**src/rtl/ghost_chase_dir_if.sv**
```systemverilog
// Request/response bundle for the ghost chase direction chooser.
// Handshake: the requester raises start for one cycle while busy=0; the
// search result (dir, best_dis2, dir_valid, all_blocked) is valid in the
// cycle where done=1. start is ignored while busy=1; stop aborts a search.
interface ghost_chase_dir_if;
    logic        start;
    logic        stop;
    logic [9:0]  ghostX;
    logic [9:0]  ghostY;
    logic [9:0]  pacX;
    logic [9:0]  pacY;
    logic [3:0]  wall_mask;
    logic [1:0]  cur_dir;
    logic [1:0]  dir;
    logic        dir_valid;
    logic        busy;
    logic        done;
    logic        all_blocked;
    logic [22:0] best_dis2;
    logic [2:0]  fsm_state;

    modport master (
        output start, stop, ghostX, ghostY, pacX, pacY, wall_mask, cur_dir,
        input  dir, dir_valid, busy, done, all_blocked, best_dis2, fsm_state
    );

    modport slave (
        input  start, stop, ghostX, ghostY, pacX, pacY, wall_mask, cur_dir,
        output dir, dir_valid, busy, done, all_blocked, best_dis2, fsm_state
    );
endinterface

```
**src/rtl/ghost_chase_dir.sv**
```systemverilog
// Sequential ghost direction chooser: scores left/right/up/down probe points
// by squared distance to Pac-Man through one shared multiplier and returns
// the best legal direction in the ghost motion encoding.
module ghost_chase_dir #(
    parameter int STEP       = 8,
    parameter bit CHASE      = 1'b1,
    parameter bit NO_REVERSE = 1'b1
) (
    input logic         Clk,
    input logic         Reset_n,
    ghost_chase_dir_if.slave bus
);
    typedef enum logic [2:0] {
        IDLE = 3'd0,
        LOAD = 3'd1,
        SQX  = 3'd2,
        SQY  = 3'd3,
        CMP  = 3'd4,
        FIN  = 3'd5
    } state_t;

    localparam logic signed [10:0] STEP_S = 11'(STEP);

    state_t state, next_state;

    logic [9:0]         gx, gy, px, py;
    logic [3:0]         mask;
    logic [1:0]         cdir;
    logic [1:0]         k, k_sel;
    logic signed [10:0] cand_x, cand_y, nx, ny;
    logic [21:0]        sq_x, sq_y, product;
    logic [22:0]        best_val, sum;
    logic [1:0]         best_k;
    logic               has_best;

    logic [11:0]        dx, dy;
    logic [10:0]        abs_dx, abs_dy, mult_in;
    logic [1:0]         rev;
    logic [3:0]         open_vec, rev_onehot, excl, legal_vec;
    logic               nonrev_open, cur_legal, better, take;

    assign bus.fsm_state = state;

    // Next-state logic; stop forces any active search back to IDLE.
    always_comb begin
        next_state = state;
        case (state)
            IDLE: if (bus.start && !bus.stop) next_state = LOAD;
            LOAD: next_state = SQX;
            SQX:  next_state = SQY;
            SQY:  next_state = CMP;
            CMP:  next_state = (k == 2'd3) ? FIN : SQX;
            FIN:  next_state = IDLE;
            default: next_state = IDLE;
        endcase
        if (state != IDLE && bus.stop) next_state = IDLE;
    end

    // Probe coordinates for the candidate about to be scored; the other axis
    // keeps the ghost coordinate and negative values are kept as-is.
    always_comb begin
        k_sel = (state == CMP) ? k + 2'd1 : 2'd0;
        nx    = $signed({1'b0, gx});
        ny    = $signed({1'b0, gy});
        case (k_sel)
            2'd0: nx = $signed({1'b0, gx}) - STEP_S;
            2'd1: nx = $signed({1'b0, gx}) + STEP_S;
            2'd2: ny = $signed({1'b0, gy}) - STEP_S;
            default: ny = $signed({1'b0, gy}) + STEP_S;
        endcase
    end

    // Shared squaring datapath: |dx| in SQX, |dy| in SQY.
    always_comb begin
        dx      = {cand_x[10], cand_x} - {2'b00, px};
        dy      = {cand_y[10], cand_y} - {2'b00, py};
        abs_dx  = dx[11] ? 11'(-dx) : dx[10:0];
        abs_dy  = dy[11] ? 11'(-dy) : dy[10:0];
        mult_in = (state == SQX) ? abs_dx : abs_dy;
        product = {11'd0, mult_in} * {11'd0, mult_in};
        sum     = {1'b0, sq_x} + {1'b0, sq_y};
    end

    // Legality and running-best decision for the current candidate. The
    // reverse direction only becomes legal when nothing else is open.
    always_comb begin
        rev         = {cdir[1], ~cdir[0]};
        open_vec    = ~mask;
        rev_onehot  = 4'b0001 << rev;
        nonrev_open = |(open_vec & ~rev_onehot);
        excl        = (NO_REVERSE && nonrev_open) ? rev_onehot : 4'b0000;
        legal_vec   = open_vec & ~excl;
        cur_legal   = legal_vec[k];
        if (CHASE) better = (sum < best_val);
        else       better = (sum > best_val);
        take        = cur_legal && (!has_best || better);
    end

    // State register.
    always_ff @(posedge Clk or negedge Reset_n) begin
        if (!Reset_n) state <= IDLE;
        else          state <= next_state;
    end

    // Search datapath: input capture, probe registers, squares, running best.
    always_ff @(posedge Clk or negedge Reset_n) begin
        if (!Reset_n) begin
            gx <= '0; gy <= '0; px <= '0; py <= '0;
            mask <= '0; cdir <= '0; k <= '0;
            cand_x <= '0; cand_y <= '0; sq_x <= '0; sq_y <= '0;
            best_val <= '0; best_k <= '0; has_best <= 1'b0;
        end else begin
            if (state == IDLE && next_state == LOAD) begin
                gx   <= bus.ghostX;
                gy   <= bus.ghostY;
                px   <= bus.pacX;
                py   <= bus.pacY;
                mask <= bus.wall_mask;
                cdir <= bus.cur_dir;
            end
            if (state == LOAD) has_best <= 1'b0;
            if ((state == LOAD || state == CMP) && next_state == SQX) begin
                cand_x <= nx;
                cand_y <= ny;
                k      <= k_sel;
            end
            if (state == SQX) sq_x <= product;
            if (state == SQY) sq_y <= product;
            if (state == CMP && take) begin
                best_val <= sum;
                best_k   <= k;
                has_best <= 1'b1;
            end
        end
    end

    // Registered outputs; results commit on the edge that enters FIN.
    always_ff @(posedge Clk or negedge Reset_n) begin
        if (!Reset_n) begin
            bus.dir         <= 2'b00;
            bus.dir_valid   <= 1'b0;
            bus.busy        <= 1'b0;
            bus.done        <= 1'b0;
            bus.all_blocked <= 1'b0;
            bus.best_dis2   <= '0;
        end else begin
            bus.busy <= (next_state != IDLE);
            bus.done <= (next_state == FIN);
            if (state == CMP && next_state == FIN) begin
                if (take || has_best) begin
                    bus.dir         <= take ? k : best_k;
                    bus.best_dis2   <= take ? sum : best_val;
                    bus.dir_valid   <= 1'b1;
                    bus.all_blocked <= 1'b0;
                end else begin
                    bus.dir_valid   <= 1'b0;
                    bus.all_blocked <= 1'b1;
                end
            end
        end
    end
endmodule

```
**src/flat_wrapper.sv**
```systemverilog
// flat-port wrapper written by rule: the top's interface ports become plain ports
module ghost_chase_dir_flat 
#(
    parameter int STEP       = 8,
    parameter bit CHASE      = 1'b1,
    parameter bit NO_REVERSE = 1'b1
)
  (Clk, Reset_n, bus_start, bus_stop, bus_ghostX, bus_ghostY, bus_pacX, bus_pacY, bus_wall_mask, bus_cur_dir, bus_dir, bus_dir_valid, bus_busy, bus_done, bus_all_blocked, bus_best_dis2, bus_fsm_state);
  ghost_chase_dir_if bus_i ();
  input logic Clk;
  input logic Reset_n;
  input wire logic [$bits(bus_i.start)-1:0] bus_start;
  input wire logic [$bits(bus_i.stop)-1:0] bus_stop;
  input wire logic [$bits(bus_i.ghostX)-1:0] bus_ghostX;
  input wire logic [$bits(bus_i.ghostY)-1:0] bus_ghostY;
  input wire logic [$bits(bus_i.pacX)-1:0] bus_pacX;
  input wire logic [$bits(bus_i.pacY)-1:0] bus_pacY;
  input wire logic [$bits(bus_i.wall_mask)-1:0] bus_wall_mask;
  input wire logic [$bits(bus_i.cur_dir)-1:0] bus_cur_dir;
  output wire logic [$bits(bus_i.dir)-1:0] bus_dir;
  output wire logic [$bits(bus_i.dir_valid)-1:0] bus_dir_valid;
  output wire logic [$bits(bus_i.busy)-1:0] bus_busy;
  output wire logic [$bits(bus_i.done)-1:0] bus_done;
  output wire logic [$bits(bus_i.all_blocked)-1:0] bus_all_blocked;
  output wire logic [$bits(bus_i.best_dis2)-1:0] bus_best_dis2;
  output wire logic [$bits(bus_i.fsm_state)-1:0] bus_fsm_state;
  assign bus_i.start = bus_start;
  assign bus_i.stop = bus_stop;
  assign bus_i.ghostX = bus_ghostX;
  assign bus_i.ghostY = bus_ghostY;
  assign bus_i.pacX = bus_pacX;
  assign bus_i.pacY = bus_pacY;
  assign bus_i.wall_mask = bus_wall_mask;
  assign bus_i.cur_dir = bus_cur_dir;
  assign bus_dir = bus_i.dir;
  assign bus_dir_valid = bus_i.dir_valid;
  assign bus_busy = bus_i.busy;
  assign bus_done = bus_i.done;
  assign bus_all_blocked = bus_i.all_blocked;
  assign bus_best_dis2 = bus_i.best_dis2;
  assign bus_fsm_state = bus_i.fsm_state;
  ghost_chase_dir #(.STEP(STEP), .CHASE(CHASE), .NO_REVERSE(NO_REVERSE)) u_core (.Clk(Clk), .Reset_n(Reset_n), .bus(bus_i));
endmodule
```
**config.mk**
```make
export PLATFORM = sky130hd
export DESIGN_NAME = ghost_chase_dir_flat
export DESIGN_NICKNAME = d
export VERILOG_FILES = /design/src/rtl/ghost_chase_dir_if.sv /design/src/rtl/ghost_chase_dir.sv /design/src/flat_wrapper.sv
export SDC_FILE = /design/constraint.sdc
export NUM_CORES = 1
export LEC_CHECK = 0
export ABC_CLOCK_PERIOD_IN_PS = 8990
export BUFFER_PORTS_ARGS = -buffer_cell sky130_fd_sc_hd__buf_2
export CELL_PAD_IN_SITES_DETAIL_PLACEMENT = 0
export CELL_PAD_IN_SITES_GLOBAL_PLACEMENT = 1
export CORE_MARGIN = 2
export CORE_UTILIZATION = 49
export DETAILED_ROUTE_END_ITERATION = 7
export PLACE_DENSITY_LB_ADDON = 0.1
export SYNTH_ARGS = -nofsm -noshare
export SYNTH_HDL_FRONTEND = slang
export SYNTH_SLANG_ARGS = --single-unit
```
**constraint.sdc**
```tcl
create_clock -name Clk -period 8.99 [get_ports Clk]
set_input_delay 0.4495 -clock Clk [delete_from_list [all_inputs] [get_ports Clk]]
set_output_delay 0.4495 -clock Clk [all_outputs]
set_load 0.01 [all_outputs]
```
==> results.txt, run 1 <==
----------------------------------------------------
[Layout]
  Post-layout util ... 0.549
  Final net count ... 1,756
  Area growth from synthesis to layout ... 10.3%
  Ratio of cells with drive above 1 in the final layout ... 0.149
  Count of antenna diodes in the layout ... 0

[Timing]
  Setup repair after global routing missed its margin ... no
  Final number of hold-violating endpoints ... 0
  Peak clock frequency supported by timing ... 0.119 GHz
  Transition time of the tightest slew-check pin ... 1.05 ns
  Fraction of the cycle the final worst path needs ... 0.934
  Final Max Tran Viols ... 0
  Post-Route Skew ... 0.0192 ns
  Total Negative Setup Slacks ... 0 ns
  Headroom to the max-slew limit ... 0.301
  Final Critical Period ... 8.39 ns
  Final setup fails ... 0

[Yosys]
  Number of distinct library cell variants in the gate-level netlist after synthesis ... 74
  Number of flops mapped to enable cells by yosys ... 0
  Synthesized cell area ... 13,400 um2
  Complex-gate fraction of the synthesized area ... 0.142
  Synthesized-area fraction occupied by and/or/nand/nor cells ... 0.121
  Largest family of logic cells by synthesized area ... adder cells
  Share of async-settable or async-resettable flops after synthesis ... 1.00
  Synth Area in XOR/XNOR ... 0.0497
  Yosys warnings ... 0
  Adder and majority cell fraction of the synthesized area ... 0.226
  Number of synthesized register bits ... 170
  Post-synthesis mux area share ... 0.0740
  Cells after synthesis ... 1,435
  Post-synthesis sequential area ratio ... 0.318
  Top flip-flop cell by instance count after synthesis ... sky130_fd_sc_hd__dfrtp_1
  Average size of a mapped cell ... 9.32 um2
  Post-Syn Nets ... 1,686

[Clock network]
  Clock root buffer ... sky130_fd_sc_hd__clkbuf_16
  Count of H-tree levels built during CTS ... 4
  Bufs on Longest Clock Path ... 2
  TritonCTS clock tree ... done
  TritonCTS Sinks ... 170
  Number of buffers inserted by hold repair at cts ... 0
  Number of instances resized during post-cts repair ... 0
  Post-CTS setup buffer count ... 0
  Number of buffers inserted during clock tree synthesis ... 17
  Clock-pin slew reported for the worst setup and hold paths after clock tree synthesis ... 0.09 ns
  Latest clock arrival within the worst-skew pair ... 0.44 ns

[Drt]
  Wire length per cell after detailed routing ... 15.4 um
  Drt first pass iters ... 4
  Routed via count ... 9,850
  Count of routing violations after the opening detailed-route iteration ... 365
  Post-route DRC violation count ... 0
  Routed vias/inst ... 5.30
  Total length of routed wires ... 28,600 um
  Antenna-violating nets left ... 0

[Global route]
  Maximum number of pins on one net before global-route repair ... 117
  Final global-route overflow total ... 0
  Vias in the first global route ... 10,000
  Total GRT Usage ... 0.210
  Wire length of the first global-routing pass ... 48,600 um
  Antenna violations before repair ... 0

[Die]
  I/O pin count ... 82
  Die boundary width ... 169 um
  Std cell rows ... 60
  Initial core utilization ... 0.498
  Placeable Area ... 26,900 um2
  Vertical extent of the die ... 169 um
  Die area ... 28,600 um2

[Worst hold path]
  Class of the most critical hold timing path ... in -> async

[Placement]
  Quantity of I/O buffers inserted on ports ... 81
  Detailed-placement wirelength estimate ... 22,200 um
  Routability congestion estimate from global placement ... 0.837

[Setup path]
  Req. time, crit path ... 9.30 ns
  Most used cell along the critical path ... sky130_fd_sc_hd__fa_1
  Critical Path End Type ... flop
  Maximum fanout count along the critical path ... 6
  Kind of critical path ... reg -> reg
  Slowest stage delay, CP ... 0.54 ns
  Setup slack on the worst flop-to-flop path ... 0.60 ns
  Sort of element at the start of the critical path ... flop
  Startpoint of the most critical setup path ... u_core.cand_y[0]
  Cell at the slowest stage of the critical path ... sky130_fd_sc_hd__fa_1
  Endpoint arrival time on the critical path ... 8.71 ns
  Critical path's top delay family ... adder cells
  CP Buf/Inv Count ... 5
  Crit Reg-Reg Startpoint ... u_core.cand_y[0]

[Status]
  Run status ... completed

[Job]
  Max-cap violations ... 0

----------------------------------------------------
state kept, by name, summed over array words and instances (netlist names), 3 cells and up:
name / count
u_core.px: 10
u_core.sq_x: 21
u_core.cand_x: 11
u_core.gx: 10
u_core.bus.best_dis2: 23
u_core.gy: 10
u_core.py: 10
u_core.bus.fsm_state: 3
u_core.mask: 4
u_core.cand_y: 11
u_core.sq_y: 21
u_core.best_val: 23
placed cells by master, fill, tap and decap left out, types with 14 or more instances in the layout:
master,n
sky130_fd_sc_hd__mux2i_1,28
sky130_fd_sc_hd__xnor2_1,49
sky130_fd_sc_hd__nand3_1,17
sky130_fd_sc_hd__fa_1,68
sky130_fd_sc_hd__nor3_1,14
sky130_fd_sc_hd__xor2_1,27
sky130_fd_sc_hd__nor2_1,119
sky130_fd_sc_hd__a21o_1,24
sky130_fd_sc_hd__nand2_1,147
sky130_fd_sc_hd__buf_2,80
sky130_fd_sc_hd__buf_4,17
sky130_fd_sc_hd__dfrtp_1,170
sky130_fd_sc_hd__o21ai_0,98
sky130_fd_sc_hd__ha_1,133
sky130_fd_sc_hd__inv_1,179
sky130_fd_sc_hd__clkbuf_16,17
sky130_fd_sc_hd__nor2b_1,15
sky130_fd_sc_hd__a21oi_1,86
sky130_fd_sc_hd__mux2_2,63
final timing paths:
check                                     end  cells past startpoint
setup / recovery              u_core.sq_y[21]                     32
hold / removal             u_core.best_val[7]                      1
setup reg to reg              u_core.sq_y[21]                     32
hold reg to reg               u_core.sq_x[19]                      2
max in group asynchronous        u_core.py[2]                      2
min in group Clk                 u_core.gy[3]                      3
area by class of cell:
type | instances | area (um2)
clock buffers | 17 | 425
clock inverters | 15 | 209
fillers | 2561 | 12100
inverters | 181 | 679
multi-input cells | 1037 | 8230
flip-flops and latches | 170 | 4250
well taps | 341 | 427
repair buffers | 98 | 539
per-stage QoR:
stage               hold slack [ns]  setup WS, ns  std cells  cell area (um2)
global route                  0.205        0.0400       1859            14800
CTS                           0.206         0.509       1859            14700
detailed placement            0.477         0.540       1827            14100
finish                        0.156         0.598       1859            14800
global placement              0.462         0.726       1827            14100
floorplan                     0.154          1.23       1435            13400
layer usage:
metal	GRT usage	vias up	share of wire	wire length (um)
met3	0.0233	23	0.017	485
li1	-	4984	-	-
met1	0.270	4744	0.46	13100
met4	0.0435	0	0.013	363
met2	0.381	99	0.51	14600
met5	0	-	0	0
synthesized netlist by cell type (all sizes together), types with 5 or more instances:
master  number  area share
o31ai        8      0.0045
or3          5      0.0027
dfrtp      170        0.32
and3        10      0.0048
mux2        63       0.053
nand2      147       0.041
and2         6      0.0028
o21a         7      0.0039
mux2i       28       0.021
nand2b       8      0.0037
nor2b       16      0.0075
inv        180       0.050
ha         133        0.12
nand4        9      0.0042
xnor2       49       0.032
clkbuf      33       0.013
fa          68        0.10
or2          6      0.0028
nand3       18      0.0071
a31oi       11      0.0063
o21bai      12      0.0067
nor3        15      0.0060
a211oi       6      0.0034
nor2       120       0.034
o22ai        5      0.0023
xor2        27       0.018
buf         14      0.0055
a21oi       88       0.033
a21o        26       0.015
o21ai       99       0.037
logic make-up after synthesis:
family | Yosys count
simple gates | 367
mux | 91
flops | 170
fa+ha+maj | 201
compound gates | 302
buf+inv | 228
xor+xnor | 76
Power of run 1 is not shown: default switching activity piles up to over one toggle a cycle in this logic, so the estimate is an artifact.
==> run 2: changes to the inputs <==
--- a/config.mk
+++ b/config.mk
@@ -7,2 +7,3 @@
 export LEC_CHECK = 0
+export ABC_AREA = 1
 export ABC_CLOCK_PERIOD_IN_PS = 8990
@@ -12,3 +13,3 @@
 export CORE_MARGIN = 2
-export CORE_UTILIZATION = 49
+export CORE_UTILIZATION = 47
 export DETAILED_ROUTE_END_ITERATION = 7
==> constraint.sdc (replaced) <==
create_clock -name Clk -period 8.99 [get_ports Clk]
set_input_delay 1.798 -clock Clk [delete_from_list [all_inputs] [get_ports Clk]]
set_output_delay 1.798 -clock Clk [all_outputs]
set_load 0.01 [all_outputs]
==> run 2 against run 1 <==
Effect of this change:
- register-to-register slack improved by 0.98 ns
- cell count grew 24%
- via count rose by 21%
- utilization decreased by 2.5 points
- synthesized area is 6.2% higher
- final area grew 5.6%
- clock skew is essentially flat
- synthesized cell count rose by 28%
- first-iteration DRC count up 76%
- global-route usage grew 2.6 points
- count of clock-buffer cells in the layout rose by 1
- wire length is 22% higher
- highest routed layer unchanged
==> results.txt, run 2 <==
----------------------------------------------------
[Clock network]
  Bufs on Longest Clock Path ... 2
  Number of buffers inserted during clock tree synthesis ... 17
  Number of instances resized during post-cts repair ... 0
  Clock-pin slew reported for the worst setup and hold paths after clock tree synthesis ... 0.08 ns
  Post-CTS setup buffer count ... 0
  Latest clock arrival within the worst-skew pair ... 0.46 ns
  Clock root buffer ... sky130_fd_sc_hd__clkbuf_16
  TritonCTS Sinks ... 170
  Number of buffers inserted by hold repair at cts ... 0
  Count of H-tree levels built during CTS ... 4
  TritonCTS clock tree ... done

[Global route]
  Vias in the first global route ... 11,800
  Wire length of the first global-routing pass ... 58,900 um
  Antenna violations before repair ... 0
  Maximum number of pins on one net before global-route repair ... 103
  Total GRT Usage ... 0.235
  Final global-route overflow total ... 0

[Timing]
  Peak clock frequency supported by timing ... 0.135 GHz
  Final number of hold-violating endpoints ... 0
  Post-Route Skew ... 0.0193 ns
  Fraction of the cycle the final worst path needs ... 0.824
  Headroom to the max-slew limit ... 0.258
  Final Critical Period ... 7.41 ns
  Total Negative Setup Slacks ... 0 ns
  Final Max Tran Viols ... 0
  Transition time of the tightest slew-check pin ... 1.11 ns
  Final setup fails ... 0
  Setup repair after global routing missed its margin ... no

[Setup path]
  Endpoint arrival time on the critical path ... 7.81 ns
  Cell at the slowest stage of the critical path ... sky130_fd_sc_hd__fa_1
  Maximum fanout count along the critical path ... 9
  Critical Path End Type ... flop
  Kind of critical path ... reg -> reg
  Sort of element at the start of the critical path ... flop
  Req. time, crit path ... 9.39 ns
  Slowest stage delay, CP ... 0.54 ns
  Critical path's top delay family ... adder cells
  CP Buf/Inv Count ... 9

[Status]
  Run status ... completed

[Drt]
  Total length of routed wires ... 34,700 um
  Wire length per cell after detailed routing ... 15.1 um
  Routed vias/inst ... 5.16
  Drt first pass iters ... 7
  Count of routing violations after the opening detailed-route iteration ... 644
  Routed via count ... 11,900
  Antenna-violating nets left ... 0
  Post-route DRC violation count ... 0

[Die]
  Die boundary width ... 178 um
  Vertical extent of the die ... 178 um
  Die area ... 31,700 um2
  Initial core utilization ... 0.478
  Placeable Area ... 29,700 um2
  Std cell rows ... 63
  I/O pin count ... 82

[Yosys]
  Share of async-settable or async-resettable flops after synthesis ... 1.00
  Number of distinct library cell variants in the gate-level netlist after synthesis ... 58
  Most area-hungry cell type in the Yosys netlist ... sky130_fd_sc_hd__dfrtp_1
  Synthesized cell area ... 14,200 um2
  Post-synthesis sequential area ratio ... 0.299
  Number of synthesized register bits ... 170
  Cells after synthesis ... 1,836
  Top flip-flop cell by instance count after synthesis ... sky130_fd_sc_hd__dfrtp_1
  Yosys warnings ... 0
  Cells taking the most area after synthesis ... sky130_fd_sc_hd__dfrtp_1 30%, sky130_fd_sc_hd__ha_1 12%, sky130_fd_sc_hd__nand2_1 11%
  Average size of a mapped cell ... 7.74 um2
  Most common cell in the netlist ... sky130_fd_sc_hd__nand2_1
  Area share of the leading cell type in the synthesized netlist ... 0.299
  Post-Syn Nets ... 2,087
  Top cell types by occurrence after synthesis ... 419 x sky130_fd_sc_hd__nand2_1, 288 x sky130_fd_sc_hd__inv_1, 170 x sky130_fd_sc_hd__dfrtp_1
  Number of flops mapped to enable cells by yosys ... 0

[Layout]
  Count of antenna diodes in the layout ... 0
  Seq. cell area ... 4250 um2
  Total area of multi-input combinational cells ... 8610 um2
  Largest registers ... u_core.best_val x23, u_core.bus.best_dis2 x23
  Leading cell type in the layout, fill and taps excluded ... sky130_fd_sc_hd__nand2_1
  Ratio of cells with drive above 1 in the final layout ... 0.104
  Fillcell total ... 2,947
  Top library cells by usage in the layout, fill and taps aside ... 419 x sky130_fd_sc_hd__nand2_1, 288 x sky130_fd_sc_hd__inv_1, 170 x sky130_fd_sc_hd__dfrtp_1
  Final net count ... 2,155
  Area growth from synthesis to layout ... 9.67%

[Placement]
  Routability congestion estimate from global placement ... 0.864
  Detailed-placement wirelength estimate ... 27,200 um
  Quantity of I/O buffers inserted on ports ... 81

[Worst hold path]
  Class of the most critical hold timing path ... reg -> reg

[Job]
  Max-cap violations ... 0

----------------------------------------------------
run 2: cell types whose count changed in the layout (fill, tap and decap cells not counted), moves of 19 or more:
cell,change
sky130_fd_sc_hd__nand2_1,+272
sky130_fd_sc_hd__xnor2_1,-31
sky130_fd_sc_hd__a21o_1,-19
sky130_fd_sc_hd__a21oi_1,+20
sky130_fd_sc_hd__nand3_1,+115
sky130_fd_sc_hd__mux2i_1,-28
sky130_fd_sc_hd__mux2_2,-43
sky130_fd_sc_hd__inv_1,+109
run 2: worst paths after layout:
path	startpoint	to	slack (ns)	cells after the start
worst max register to register	u_core.cand_y[0]	u_core.sq_x[18]	1.58	36
min in group asynchronous	Reset_n	u_core.bus.best_dis2[20]	1.45	1
worst max-delay path	u_core.cand_y[0]	u_core.sq_x[18]	1.58	36
worst min-delay path	u_core.gy[1]	u_core.cand_y[1]	0.46	2
max in group asynchronous	Reset_n	u_core.px[8]	6.10	2
worst min register to register	u_core.gy[1]	u_core.cand_y[1]	0.46	2
run 2: final cells by class:
cell class | count | share of cell area
multi-input cells | 1323 | 0.552
flip-flops and latches | 170 | 0.273
inverters | 303 | 0.0737
well taps | 390 | 0.0313
repair buffers | 89 | 0.0303
clock buffers | 18 | 0.0275
clock inverters | 14 | 0.0119
run 2: logic make-up (layout without fill, tap and decap cells):
logic type                 after synthesis  count (layout)  share of synthesized area
and+or+nand+nor                        781             781                      0.241
buffers and inverters                  343             424                     0.0951
xor gates and xnor gates                43              43                     0.0265
adders and majority gates              201             201                      0.213
AOI/OAI and AO/OA                      278             278                      0.109
DFF                                    170             170                      0.299
muxes                                   20              20                     0.0158
run 2: layer usage:
metal | vias to the layer above | GRT usage | wire length [um]
met5 | - | 0 | 0
met4 | 0 | 0.0622 | 609
met3 | 39 | 0.0313 | 893
met2 | 173 | 0.405 | 16800
met1 | 5638 | 0.311 | 16400
li1 | 6047 | - | -
run 2: worst min-delay path, stage by stage, from the launching register on:
cell,delay [ns]
sky130_fd_sc_hd__dfrtp_1,0.34
sky130_fd_sc_hd__nand2_1,0.05
sky130_fd_sc_hd__nand2_1,0.04
run 2: through the flow:
| step | cells | setup WS, ns | hold WS (ns) | util | cell area, um2 |
|---|---|---|---|---|---|
| 2_1_floorplan | 1836 | 2.36 | 0.436 | - | 14200 |
| 3_3_place_gp | 2275 | 1.57 | 0.451 | 0.504 | 15000 |
| 3_5_place_dp | 2275 | 1.58 | 0.455 | 0.504 | 15000 |
| 4_1_cts | 2307 | 1.54 | 0.470 | 0.525 | 15600 |
| 5_1_grt | 2307 | 0.857 | 0.492 | 0.525 | 15600 |
| 6_report | 2307 | 1.58 | 0.465 | 0.525 | 15600 |
Power of run 2 is left out for the same reason.
